===== config.mk =====
export PLATFORM = sky130hd
export DESIGN_NAME = mcu_job_scheduler
export DESIGN_NICKNAME = d
export VERILOG_FILES = /design/src/rtl/mcu_job_scheduler.sv
export SDC_FILE = /design/constraint.sdc
export NUM_CORES = 1
export LEC_CHECK = 0
export CAP_MARGIN = 10
export CORE_MARGIN = 5
export CORE_UTILIZATION = 60
export DETAILED_ROUTE_END_ITERATION = 8
export GPL_TIMING_DRIVEN = 0
export PLACE_DENSITY = 0.91
export SYNTH_ARGS = -nofsm -noshare
export SYNTH_HDL_FRONTEND = slang
export SYNTH_SLANG_ARGS = --single-unit

===== constraint.sdc =====
create_clock -name fsm_clk -period 8.1 [get_ports fsm_clk]
set_input_delay 1.62 -clock fsm_clk [delete_from_list [all_inputs] [get_ports fsm_clk]]
set_output_delay 1.62 -clock fsm_clk [all_outputs]
set_load 0.005 [all_outputs]

===== src/rtl/mcu_job_scheduler.sv =====
// rtl/mcu_job_scheduler.sv - descriptor queue and issue FSM in front of the MCU global FSM port
// Queues run descriptors, issues them one at a time and returns one status record per job.
module mcu_job_scheduler #(
  parameter int DATA_ADDR      = 32,
  parameter int GRID_ADDR      = 32,
  parameter int SCALE_ADDR     = 32,
  parameter int TAG_WIDTH      = 8,
  parameter int QUEUE_DEPTH    = 4,
  parameter int TIMEOUT_CYCLES = 65535,
  parameter int ABORT_ON_ERROR = 1
) (
  input  logic                           fsm_clk,
  input  logic                           rst,
  input  logic [DATA_ADDR:0]             s_job_data_size,
  input  logic [GRID_ADDR:0]             s_job_grid_size,
  input  logic [SCALE_ADDR:0]            s_job_scle_size,
  input  logic [TAG_WIDTH-1:0]           s_job_tag,
  input  logic                           s_job_valid,
  output logic                           s_job_ready,
  input  logic                           flush,
  output logic                           operation_start,
  output logic [DATA_ADDR:0]             data_size,
  output logic [GRID_ADDR:0]             grid_size,
  output logic [SCALE_ADDR:0]            scle_size,
  input  logic                           operation_busy,
  input  logic                           operation_complete,
  input  logic                           operation_error,
  output logic [TAG_WIDTH-1:0]           m_status_tag,
  output logic [1:0]                     m_status_code,
  output logic                           m_status_valid,
  input  logic                           m_status_ready,
  output logic [$clog2(QUEUE_DEPTH):0]   queue_level,
  output logic                           sched_busy,
  output logic                           halted
);

  localparam int LW = $clog2(QUEUE_DEPTH);
  localparam int EW = DATA_ADDR + GRID_ADDR + SCALE_ADDR + 3 + TAG_WIDTH;
  localparam int TW = (TIMEOUT_CYCLES > 0) ? $clog2(TIMEOUT_CYCLES + 1) : 1;
  localparam logic [TW-1:0] TMO_MAX  = TW'(TIMEOUT_CYCLES);
  localparam logic [TW-1:0] TMO_LAST = TW'((TIMEOUT_CYCLES > 0) ? TIMEOUT_CYCLES - 1 : 0);
  localparam logic [1:0] CODE_OK = 2'b00, CODE_ERR = 2'b01, CODE_TMO = 2'b10;

  typedef enum logic [2:0] {
    S_IDLE, S_ISSUE, S_WAIT_ACK, S_RUN, S_REPORT, S_HALT
  } state_t;

  state_t          state, state_nxt;
  logic [EW-1:0]   mem [QUEUE_DEPTH];
  logic [LW-1:0]   wr_ptr, rd_ptr;
  logic [LW:0]     count;
  logic [TW-1:0]   tmo_cnt;
  logic            full, push, pop, tmo_hit, code_load;
  logic [1:0]      code_nxt;

  assign full        = (count == (LW+1)'(QUEUE_DEPTH));
  assign halted      = (state == S_HALT);
  assign s_job_ready = !full && !flush && !halted;
  assign push        = s_job_valid && s_job_ready;
  assign pop         = (state == S_IDLE) && (count != '0) && !flush;
  assign tmo_hit     = (TIMEOUT_CYCLES != 0) && (tmo_cnt == TMO_LAST);

  assign m_status_valid = (state == S_REPORT);
  assign sched_busy     = (state != S_IDLE);
  assign queue_level    = count;

  always_ff @(posedge fsm_clk) begin
    if (push) mem[wr_ptr] <= {s_job_data_size, s_job_grid_size, s_job_scle_size, s_job_tag};
  end

  // Flush realigns the read pointer; push is already blocked while flush is high.
  always_ff @(posedge fsm_clk or posedge rst) begin
    if (rst) begin
      wr_ptr <= '0;
      rd_ptr <= '0;
      count  <= '0;
    end else if (flush) begin
      rd_ptr <= wr_ptr;
      count  <= '0;
    end else begin
      if (push) wr_ptr <= wr_ptr + 1'b1;
      if (pop)  rd_ptr <= rd_ptr + 1'b1;
      if (push && !pop)      count <= count + 1'b1;
      else if (pop && !push) count <= count - 1'b1;
    end
  end

  always_comb begin
    state_nxt = state;
    code_nxt  = CODE_OK;
    code_load = 1'b0;
    case (state)
      S_IDLE:  if (pop) state_nxt = S_ISSUE;
      S_ISSUE: state_nxt = S_WAIT_ACK;
      S_WAIT_ACK, S_RUN: begin
        // Error beats complete beats timeout; done signals are honoured even before busy.
        if (operation_error) begin
          state_nxt = S_REPORT;
          code_nxt  = CODE_ERR;
          code_load = 1'b1;
        end else if (operation_complete) begin
          state_nxt = S_REPORT;
          code_nxt  = CODE_OK;
          code_load = 1'b1;
        end else if (tmo_hit) begin
          state_nxt = S_REPORT;
          code_nxt  = CODE_TMO;
          code_load = 1'b1;
        end else if (state == S_WAIT_ACK && operation_busy) begin
          state_nxt = S_RUN;
        end
      end
      S_REPORT: if (m_status_ready)
        state_nxt = (m_status_code != CODE_OK && ABORT_ON_ERROR != 0) ? S_HALT : S_IDLE;
      S_HALT:  if (flush) state_nxt = S_IDLE;
      default: state_nxt = S_IDLE;
    endcase
  end

  always_ff @(posedge fsm_clk or posedge rst) begin
    if (rst) begin
      state           <= S_IDLE;
      operation_start <= 1'b0;
      tmo_cnt         <= '0;
      data_size       <= '0;
      grid_size       <= '0;
      scle_size       <= '0;
      m_status_tag    <= '0;
      m_status_code   <= '0;
    end else begin
      state           <= state_nxt;
      operation_start <= (state == S_ISSUE);
      if (state == S_ISSUE)
        tmo_cnt <= '0;
      else if ((state == S_WAIT_ACK || state == S_RUN) && tmo_cnt != TMO_MAX)
        tmo_cnt <= tmo_cnt + 1'b1;
      if (pop) {data_size, grid_size, scle_size, m_status_tag} <= mem[rd_ptr];
      if (code_load) m_status_code <= code_nxt;
    end
  end

endmodule


Word-level counts from Yosys, hierarchy flattened
Memory sizes are Yosys's and may differ from the RTL's. A register that Yosys moved wholly into a read port is not among the register bits.
Cells that the tools add are included.
Storage, ports and cells
  register bits after elaboration: 29
  RAM bits: 428
  input port bits: 115
  output and inout bits: 117
  word-level logic and storage cells: 77
  memories: 1
Memory list
  mem: depth 4, width 107, read ports 1, clocked after memory_dff 1, write ports 1, RTL line 49  | logic [EW-1:0] mem [QUEUE_DEPTH];
Operators by class
  add/sub/neg operators: 5
  eq/ne operators: 12
  multiplexer cells: 26
  bitwise operators: 1
  reduce and logical (&&, ||, !) cells: 25
Operators with widths (count)
  two-way mux 3 bit: 11
  two-way mux 16 bit: 2
  adder 16 x 1 -> 16 bit (second input constant): 1
  equality test 16 bit (second input constant): 1
  != test 16 bit (second input constant): 1
  case mux 3 bit (5 select lines): 1
  two-way mux 2 bit: 6
  equality test 3 bit (second input constant): 3
  logical AND 1 bit: 9
  nonzero test 3 bit: 3
  equality test 3 x 2 -> 1 bit (second input constant): 2
  two-way mux 1 bit: 6
  nonzero test 2 bit: 3
  logical NOT 1 bit: 5
  != test 5 bit (second input constant): 1
  adder 2 x 1 -> 2 bit (second input constant): 2
  != test 2 bit (second input constant): 2
  AND reduction 4 bit: 1
  adder 3 x 1 -> 3 bit (second input constant): 1
  equality test 3 x 1 -> 1 bit (second input constant): 1
  logical NOT 3 bit: 1
  subtractor 3 x 1 -> 3 bit (second input constant): 1
  != test 2 x 1 -> 1 bit (second input constant): 1
  AND reduction 2 bit: 1
  3 further kinds: 3

Longest topological paths before layout
Gate-level depths: netlist (run 1).
  depth after elaboration: 10
  mapped depth: 10
  depth with buffers taken out: 9

Least setup slack after synthesis (run 1)
OpenSTA, ideal clock, no wires.
  path kind: input port to flip-flop
  from: in flush
  to: mem mem[0][0] (netlist bit) (enable)
  setup time: 0.478 ns
  data arrival time: 4.857 ns
  required time: 7.622 ns
  path slack: 2.765 ns
  stages on the path: 4
  buffers on the path: 1
  path through: nand2b_1 > nor3_1 > clkbuf_1 > and2_1
Between the ends
  word-level cells in the longest chain between the ends: 6
RTL lines
  start: declaration: RTL line 20  | input logic flush,
  logical NOT 1 bit: RTL line 58  | assign s_job_ready = !full && !flush && !halted;
  logical AND 1 bit (2 in series): RTL line 58
  logical AND 1 bit: RTL line 59  | assign push = s_job_valid && s_job_ready;
  two-way mux 1 bit: RTL line 68  | if (push) mem[wr_ptr] <= {s_job_data_size, s_job_grid_size, s_job_scle_size, s_job_tag};
  two-way mux 1 bit (implied by the code): RTL line 68
  end: declaration: RTL line 49
No other way between the ends.

Worst setup path after layout (run 1)
  from: in flush
  to: out s_job_ready
Between the ends
  word-level cells in the longest chain between the ends: 3
RTL lines
  logical NOT 1 bit: RTL line 58
  logical AND 1 bit (2 in series): RTL line 58
  end: declaration: RTL line 19  | output logic s_job_ready,
No other way between the ends.

==> results of run 1 <==
[cells by family (layout without fill, tap and decap cells)]
family	Yosys count	in the layout	share of synthesized area [%]
compound gates	39	39	1.09
xor+xnor	12	12	0.500
fa+ha+maj	7	7	0.452
buf+inv	55	394	1.13
flops	564	564	77.3
mux	215	215	17.2
other cells	0	2	0
simple gates	91	91	2.24
[how the worst max path moves through the flow]
stage / end / slack [ns] / cells after the start
finish: s_job_ready / 3.19 / 4
global route: s_job_ready / 3.19 / 4
CTS: s_job_ready / 3.22 / 4
detailed placement: s_job_ready / 3.23 / 4
global placement: scle_size[26] / 0.07 / 2
floorplan: mem[0][0] / 2.77 / 4
[per-layer routing]
layer	vias up	GRT usage (%)	part of all wire, %
met4	8	7.14	2.7
li1	4555	-	-
met3	90	6.89	8.6
met2	455	39.3	51
met5	-	0	0.11
met1	5487	31.4	38
[worst max-delay path, cell delays in order]
cell and delay [ns]:
clkdlybuf4s50_1 0.52, clkbuf_1 0.29, nor3_1 0.30, clkdlybuf4s50_1 0.55
[power breakdown]
part	switching, µW	total (µW)	internal (µW)
logic	1140	2570	1430
registers	268	3950	3680
clock network	1040	2550	1510
[registers in the layout, summed over array words and instances, names as in the netlist]
signal,cells
m_status_tag,8
queue_level,3
grid_size,33
scle_size,33
rd_ptr,2
tmo_cnt,16
data_size,33
wr_ptr,2
m_status_code,2
mem,428
state,3
operation_start,1
[layout make-up]
| type | instances | area, µm² |
|---|---|---|
| flip-flops and latches | 564 | 16300 |
| fillers | 1902 | 8670 |
| multi-input cells | 364 | 4530 |
| repair buffers | 236 | 2450 |
| clock buffers | 84 | 1600 |
| well taps | 455 | 569 |
| clock inverters | 19 | 219 |
| plain buffers | 43 | 191 |
| inverters | 12 | 50.0 |
| diodes | 2 | 5.00 |
[placed cells by master (no fill, tap or decap), drive strengths merged, types with 2 or more instances in the layout]
cell type and count:
a21o 2, a21oi 9, a31oi 2, and2 5
and4 3, buf 22, bufinv 5, clkbuf 110
clkdlybuf4s50 231, clkinv 13, dfrtp 136, diode 2
edfxtp 428, ha 6, inv 12, mux2 107
mux4 107, nand2 19, nand2b 4, nand3 13
nand3b 2, nand4 6, nor2 22, nor3 6
nor4 4, o211ai 2, o21ai 17, o22ai 2
xnor2 3, xor2 9
[through the flow]
| step | hold slack, ns | util, % |
|---|---|---|
| 2_1_floorplan | 0.472 | - |
| 3_3_place_gp | 0.466 | 69.2 |
| 3_5_place_dp | 0.477 | 69.6 |
| 4_1_cts | 0.487 | 74.9 |
| 5_1_grt | 0.521 | 74.9 |
| 6_report | 0.482 | 74.9 |
==> out/summary.txt, run 1 <==
outcome - finished clean
CTS H-Tree Depth - 2
grt total ovfl - 0
DR DRC count - 0
most used standard cell by instance count after synthesis - edfxtp_1
NumNets Final - 1398
pin count of the biggest net entering global routing - 80
hold path depth - 1
Mapped Cells - 983
Final period util - 60.6%
most instantiated cells after synthesis - 428 x edfxtp_1, 136 x dfrtp_1, 107 x mux4_2
crit end category - output pin
R2R Path End - mem[1][32]
CTS tree - done
Achievable Freq - 204 MHz
antenna violation net count after detailed routing - 0
Leak - 0.00894 µW
final WL - 45500 µm
Tmin final - 4.91 ns
DPL Wire Length - 27200 µm
CTS clk-pin slew, worst paths - 0.06 ns
top cell type's share of synthesized area - 61.2%
initial drt markers - 796
WP data arrival - 3.29 ns
standard cell core area - 34500 µm²
Power Total - 9070 µW
Port Buffer Count - 231
max_cap viols - 0
Setup CP Type - primary input to output pin
Die Ht - 197 µm
vias in the first global route - 11445
# setup viols final - 0
PD cells - 350 nW/µm²
crit path from - flush
Setup WS pre-CTS - 3.23 ns
Vias per Instance - 5.96
Peak supply drop - 0.000242 V
DRT Pass-1 Iters - 5
final hold violation count - 0
register bit total from synthesis - 564
dominant synthesized flop cell - edfxtp_1
CTS Hold Bufs - 0
max-slew violation count - 0
Post-synth EDFFs - 428
Worst-Margin Slew - 1.05 ns
post-CTS sizing - 0
Synth area leaders - edfxtp_1 61%, dfrtp_1 16%, mux4_2 11%
hold path start - grid_size[32]
fin cells - 1779
reg2reg start - state[1]
# IOs - 232
CTS Buf Count - 55
drt wl/cell - 25.6 µm
detailed-route via count - 10595
R2R Setup Slk - 4.89 ns
Post-Syn Area per Cell - 21.4 µm²
DP Area - 24100 µm²
setup bufs post-CTS - 0
CP startpoint kind - primary input
Post-Syn Area - 21000 µm²
yosys warns - 0
Area Growth Syn to Fin - 23.1%
largest area contributor in the netlist - edfxtp_1
Placed Instances - 1674
clk_skew - 0.0166 ns
RSZ-0062 raised after global routing - false
setup TNS - 0 ns
Clock Path Buffers - 3
CTS sink cnt - 564
ys async rst share - 24.1%
Horiz. Die Dim - 197 µm
proportion of layout cells with a drive suffix above 1 - 22.8%
global-route wire length before repair - 69400 µm
Final WS setup - 3.19 ns
worst hold path type - flop to flop
Critical Path Fanout Max - 10
Initial Utilization - 60.8%
Net Count, Synth - 1105
Relative slew margins - 30.0%
R2R depth - 6
clock root buffer - clkbuf_16
worst path required time - 6.48 ns
Seq/Total Area, Yosys - 77.3%
die area - 38900 µm²
GP Congestion - 0.839
number of antenna violations at the first check in global routing - 6
Hold Path End - grid_size[32]
fin area - 25900 µm²
GRT Util Overall - 23.8%
Cell Rows - 68
Yosys cell types - 46
worst skew pair latency - 0.59 ns
Power figures use the tool's default switching activity.
==> run 2: changes to the inputs <==
CORE_UTILIZATION = 51   (was 60)
PLACE_DENSITY = 0.83   (was 0.91)
clock period = 4.05 ns   (was 8.1 ns; I/O delays follow)
==> run 2 against run 1 <==
Compared with the run above:
- combinational power rose by 98%
- via count fell by 1.3%
- sequential power rose by 99%
==> out/summary.txt, run 2 (synthesis results as in run 1) <==
outcome - finished clean
Area Growth Syn to Fin - 24.0%
CTS sink cnt - 564
post-layout util - 63.8%
max incr delay on CP - 0.57 ns
number of antenna violations at the first check in global routing - 6
CTS tree - done
fin area - 26100 µm²
Port Buffer Count - 231
clock root buffer - clkbuf_16
PD cells - 687 nW/µm²
setup bufs post-CTS - 0
Relative slew margins - 34.7%
CTS Buf Count - 56
# setup viols final - 0
GRT Util Overall - 19.6%
worst path required time - 4.33 ns
number of flip-flops in the largest register - 428
WP data arrival - 3.60 ns
Crit-path slowest cell - and2_4
hold_ws - 0.486 ns
Die Ht - 213 µm
R2R Setup Slk - 0.80 ns
Worst-Margin Slew - 0.979 ns
most common cell after layout, fill and taps aside - edfxtp_1
CP startpoint kind - primary input
CTS clk-pin slew, worst paths - 0.06 ns
setup TNS - 0 ns
crit end category - flop
clk_skew - 0.0179 ns
DP Area - 24300 µm²
CTS Hold Bufs - 0
Crit path max-delay family - buffers and inverters
vias in the first global route - 11270
global-route wire length before repair - 66900 µm
Cell Rows - 74
pin count of the biggest net entering global routing - 53
die area - 45400 µm²
Tmin final - 3.32 ns
Setup CP Type - primary input to flop
DRT Pass-1 Iters - 7
Vias per Instance - 5.61
standard cell core area - 40800 µm²
crit-path cells - clkdlybuf4s50_1 > nand2b_1 > nor3_1 > clkbuf_1 > and2_4 > buf_16 > buf_12
detailed-route via count - 10453
max_cap viols - 0
initial drt markers - 796
# fillers - 2722
Leak - 0.00897 µW
commonest non-fill, non-tap cells in the layout - 428 x edfxtp_1, 231 x clkdlybuf4s50_1, 136 x dfrtp_1
NumNets Final - 1406
Final period util - 81.9%
Final WS setup - 0.732 ns
Critical Path Fanout Max - 48
final WL - 43500 µm
Clock Path Buffers - 3
worst skew pair latency - 0.60 ns
Initial Utilization - 51.5%
hold path start - grid_size[19]
grt total ovfl - 0
Setup WS pre-CTS - 0.106 ns
DR DRC count - 0
Peak supply drop - 0.000440 V
DPL Wire Length - 27600 µm
drt wl/cell - 23.4 µm
Horiz. Die Dim - 213 µm
post-CTS sizing - 0
Most flops, register - mem
CTS H-Tree Depth - 2
reg2reg start - state[0]
Achievable Freq - 301 MHz
max-slew violation count - 0
crit path from - flush
# IOs - 232
antenna violation net count after detailed routing - 0
final hold violation count - 0
Buf/Inv on CP - 4
RSZ-0062 raised after global routing - false
worst hold path type - flop to flop
proportion of layout cells with a drive suffix above 1 - 22.9%
GP Congestion - 0.784
==> run 2: cell types whose count changed in the layout (fill, tap and decap cells not counted), sizes merged <==
| cell | before | now |
|---|---|---|
| buf | 22 | 29 |
| clkinvlp | 1 | 2 |
| bufinv | 5 | 3 |
| clkinv | 13 | 12 |
| clkbuf | 110 | 112 |
==> run 2: path summary, 6_finish.rpt <==
| check | to | depth (start not counted) |
|---|---|---|
| worst max-delay path | mem[1][101] | 7 |
| worst min-delay path | grid_size[19] | 1 |
| worst max register to register | queue_level[2] | 10 |
| worst min register to register | grid_size[19] | 1 |
| max in group asynchronous | scle_size[6] | 4 |
| min in group asynchronous | data_size[18] | 2 |
==> run 2: metrics by stage <==
step                      instances  power (µW)
after detailed placement       1758       13100
after global placement         1746       12900
final                          1863       17900
after global routing           1862       18800
after floorplan                 983       10700
after CTS                      1861       18200
==> run 2: cell type report <==
cell class | instances | area, µm² | area share [%]
flip-flops and latches | 564 | 16300 | 62.4
multi-input cells | 364 | 4530 | 17.4
repair buffers | 243 | 2590 | 9.94
clock buffers | 86 | 1590 | 6.09
well taps | 532 | 666 | 2.56
plain buffers | 43 | 191 | 0.735
clock inverters | 17 | 174 | 0.668
inverters | 12 | 48.8 | 0.187
diodes | 2 | 5.00 | 0.0192
==> run 2: layer usage <==
metal | wire length (µm) | track usage (%) | vias up
li1 | - | - | 4569
met2 | 21700 | 32.4 | 359
met5 | 59 | 0 | -
met1 | 17300 | 26.0 | 5441
met4 | 981 | 5.50 | 8
met3 | 3410 | 5.42 | 76
==> run 2: power by group <==
| part | total [µW] | leakage (µW) | internal, µW | switching [µW] |
|---|---|---|---|---|
| registers | 7850 | 0.00554 | 7360 | 496 |
| clock network | 4940 | 0.000859 | 2880 | 2060 |
| logic | 5090 | 0.00257 | 2880 | 2210 |
| total | 17900 | 0.00897 | 13100 | 4770 |
==> run 3: changes to the inputs <==
CORE_UTILIZATION = 56   (was 51)
PLACE_DENSITY = 0.86   (was 0.83)
clock period = 3.1 ns   (was 4.05 ns; I/O delays follow)
==> run 3 against run 2 <==
Compared with the run above:
- largest cell class unchanged
- count of clock-buffer cells in the layout shrank 7
- sequential power grew 31%
- cell area is essentially flat
- worst hold slack lost 0.0018 ns
- critical path type is now flop to flop
- cell count shrank 1.1%
- first-iteration DRC count shrank 0.25%
- wire length grew 2.2%
- clock power grew 27%
- die area shrank 8.5%
- clock skew shrank 0.0056 ns
- global-route usage grew 2.5 points
- critical path depth shrank 2
==> out/summary.txt, run 3 (synthesis results as in run 1) <==
most common cell after layout, fill and taps aside - edfxtp_1
Placed Instances - 1737
global-route wire length before repair - 69300 µm
Tmin final - 2.85 ns
NumNets Final - 1405
number of flip-flops in the largest register - 428
WP data arrival - 3.32 ns
max_cap viols - 0
crit path from - rd_ptr[1]
antenna violation net count after detailed routing - 0
commonest non-fill, non-tap cells in the layout - 428 x edfxtp_1, 231 x clkdlybuf4s50_1, 136 x dfrtp_1
Achievable Freq - 350 MHz
Setup WS pre-CTS - -0.389 ns
CTS sink cnt - 564
final WL - 44500 µm
# setup viols final - 0
DRT Pass-1 Iters - 5
Power Total - 23300 µW
number of antenna violations at the first check in global routing - 5
worst skew pair latency - 0.59 ns
Most flops, register - mem
worst hold path type - flop to flop
proportion of layout cells with a drive suffix above 1 - 23.0%
clk_skew - 0.0124 ns
crit end category - flop
RSZ-0062 raised after global routing - false
PD cells - 895 nW/µm²
vias in the first global route - 11623
Die Ht - 204 µm
die area - 41500 µm²
CP startpoint kind - flop
CTS clk-pin slew, worst paths - 0.06 ns
max-slew violation count - 0
Area Growth Syn to Fin - 23.8%
pin count of the biggest net entering global routing - 50
Final period util - 92.0%
Initial Utilization - 56.2%
drt wl/cell - 24.1 µm
setup TNS - 0 ns
Multi-input gate area - 4530 µm²
Peak supply drop - 0.000632 V
detailed-route via count - 10543
GRT Util Overall - 22.1%
clock root buffer - clkbuf_16
Worst-Margin Slew - 1.05 ns
grt total ovfl - 0
GP Congestion - 0.800
initial drt markers - 794
DR DRC count - 0
DPL Wire Length - 27400 µm
# fillers - 2240
Port Buffer Count - 231
outcome - finished clean
reg2reg start - rd_ptr[1]
hold path start - data_size[0]
Clock Path Buffers - 3
fin cells - 1843
Final WS setup - 0.247 ns
worst path required time - 3.57 ns
Leak - 0.00897 µW
# IOs - 232
Reg area - 16300 µm²
standard cell core area - 37400 µm²
CTS H-Tree Depth - 2
Cell Rows - 71
Setup CP Type - flop to flop
final hold violation count - 0
CTS Buf Count - 54
Critical Path Fanout Max - 10
Relative slew margins - 30.0%
hold_ws - 0.484 ns
Horiz. Die Dim - 204 µm
Vias per Instance - 5.72
CTS tree - done
-- run 3: worst max-delay path: stages, from the launching register on --
cell and delay [ns]:
dfrtp_1 0.32, clkbuf_1 0.64, clkbuf_2 0.46, clkbuf_1 0.61, mux4_2 0.40, mux2_1 0.30
-- run 3: cell type report --
type,instances,area share (%)
antenna,3,0.0288
buffer,43,0.740
clock buffer,79,5.94
clock inverter,23,0.692
inverter,12,0.187
multi-input combinational,364,17.4
sequential,564,62.5
tap,511,2.46
timing repair buffer,244,10.1
-- run 3: per-layer routing --
layer,vias up,routed length (µm),global-route usage [%]
li1,4569,-,-
met1,5549,17000,28.4
met2,354,23500,38.1
met3,65,3070,5.10
met4,6,813,6.31
met5,-,47,0
-- run 3: repair_timing --
action,CTS,global route
setup endpoints to repair,17,0
resized for setup,1,0
buffers inserted,1,0
hold buffers,0,0
-- run 3: report_power, final --
part	internal (µW)	total, µW	switching, µW
Clock	3620	6290	2670
Combinational	3790	6730	2950
Sequential	9610	10300	661
-- run 3: final timing paths --
| kind | endpoint | slack, ns | cells past startpoint |
|---|---|---|---|
| max reg2reg | data_size[1] | 0.25 | 5 |
| min reg2reg | data_size[0] | 0.48 | 1 |
| min | data_size[0] | 0.48 | 1 |
| max | data_size[1] | 0.25 | 5 |
| min in group asynchronous | grid_size[20] | 0.49 | 2 |
| max in group asynchronous | scle_size[28] | 1.53 | 5 |
-- run 3: stage by stage --
stage	utilization, %	area [µm²]
finish	69.6	26000
detailed placement	64.9	24300
CTS	69.6	26000
global placement	64.1	24000
global route	69.6	26000
floorplan	-	21000
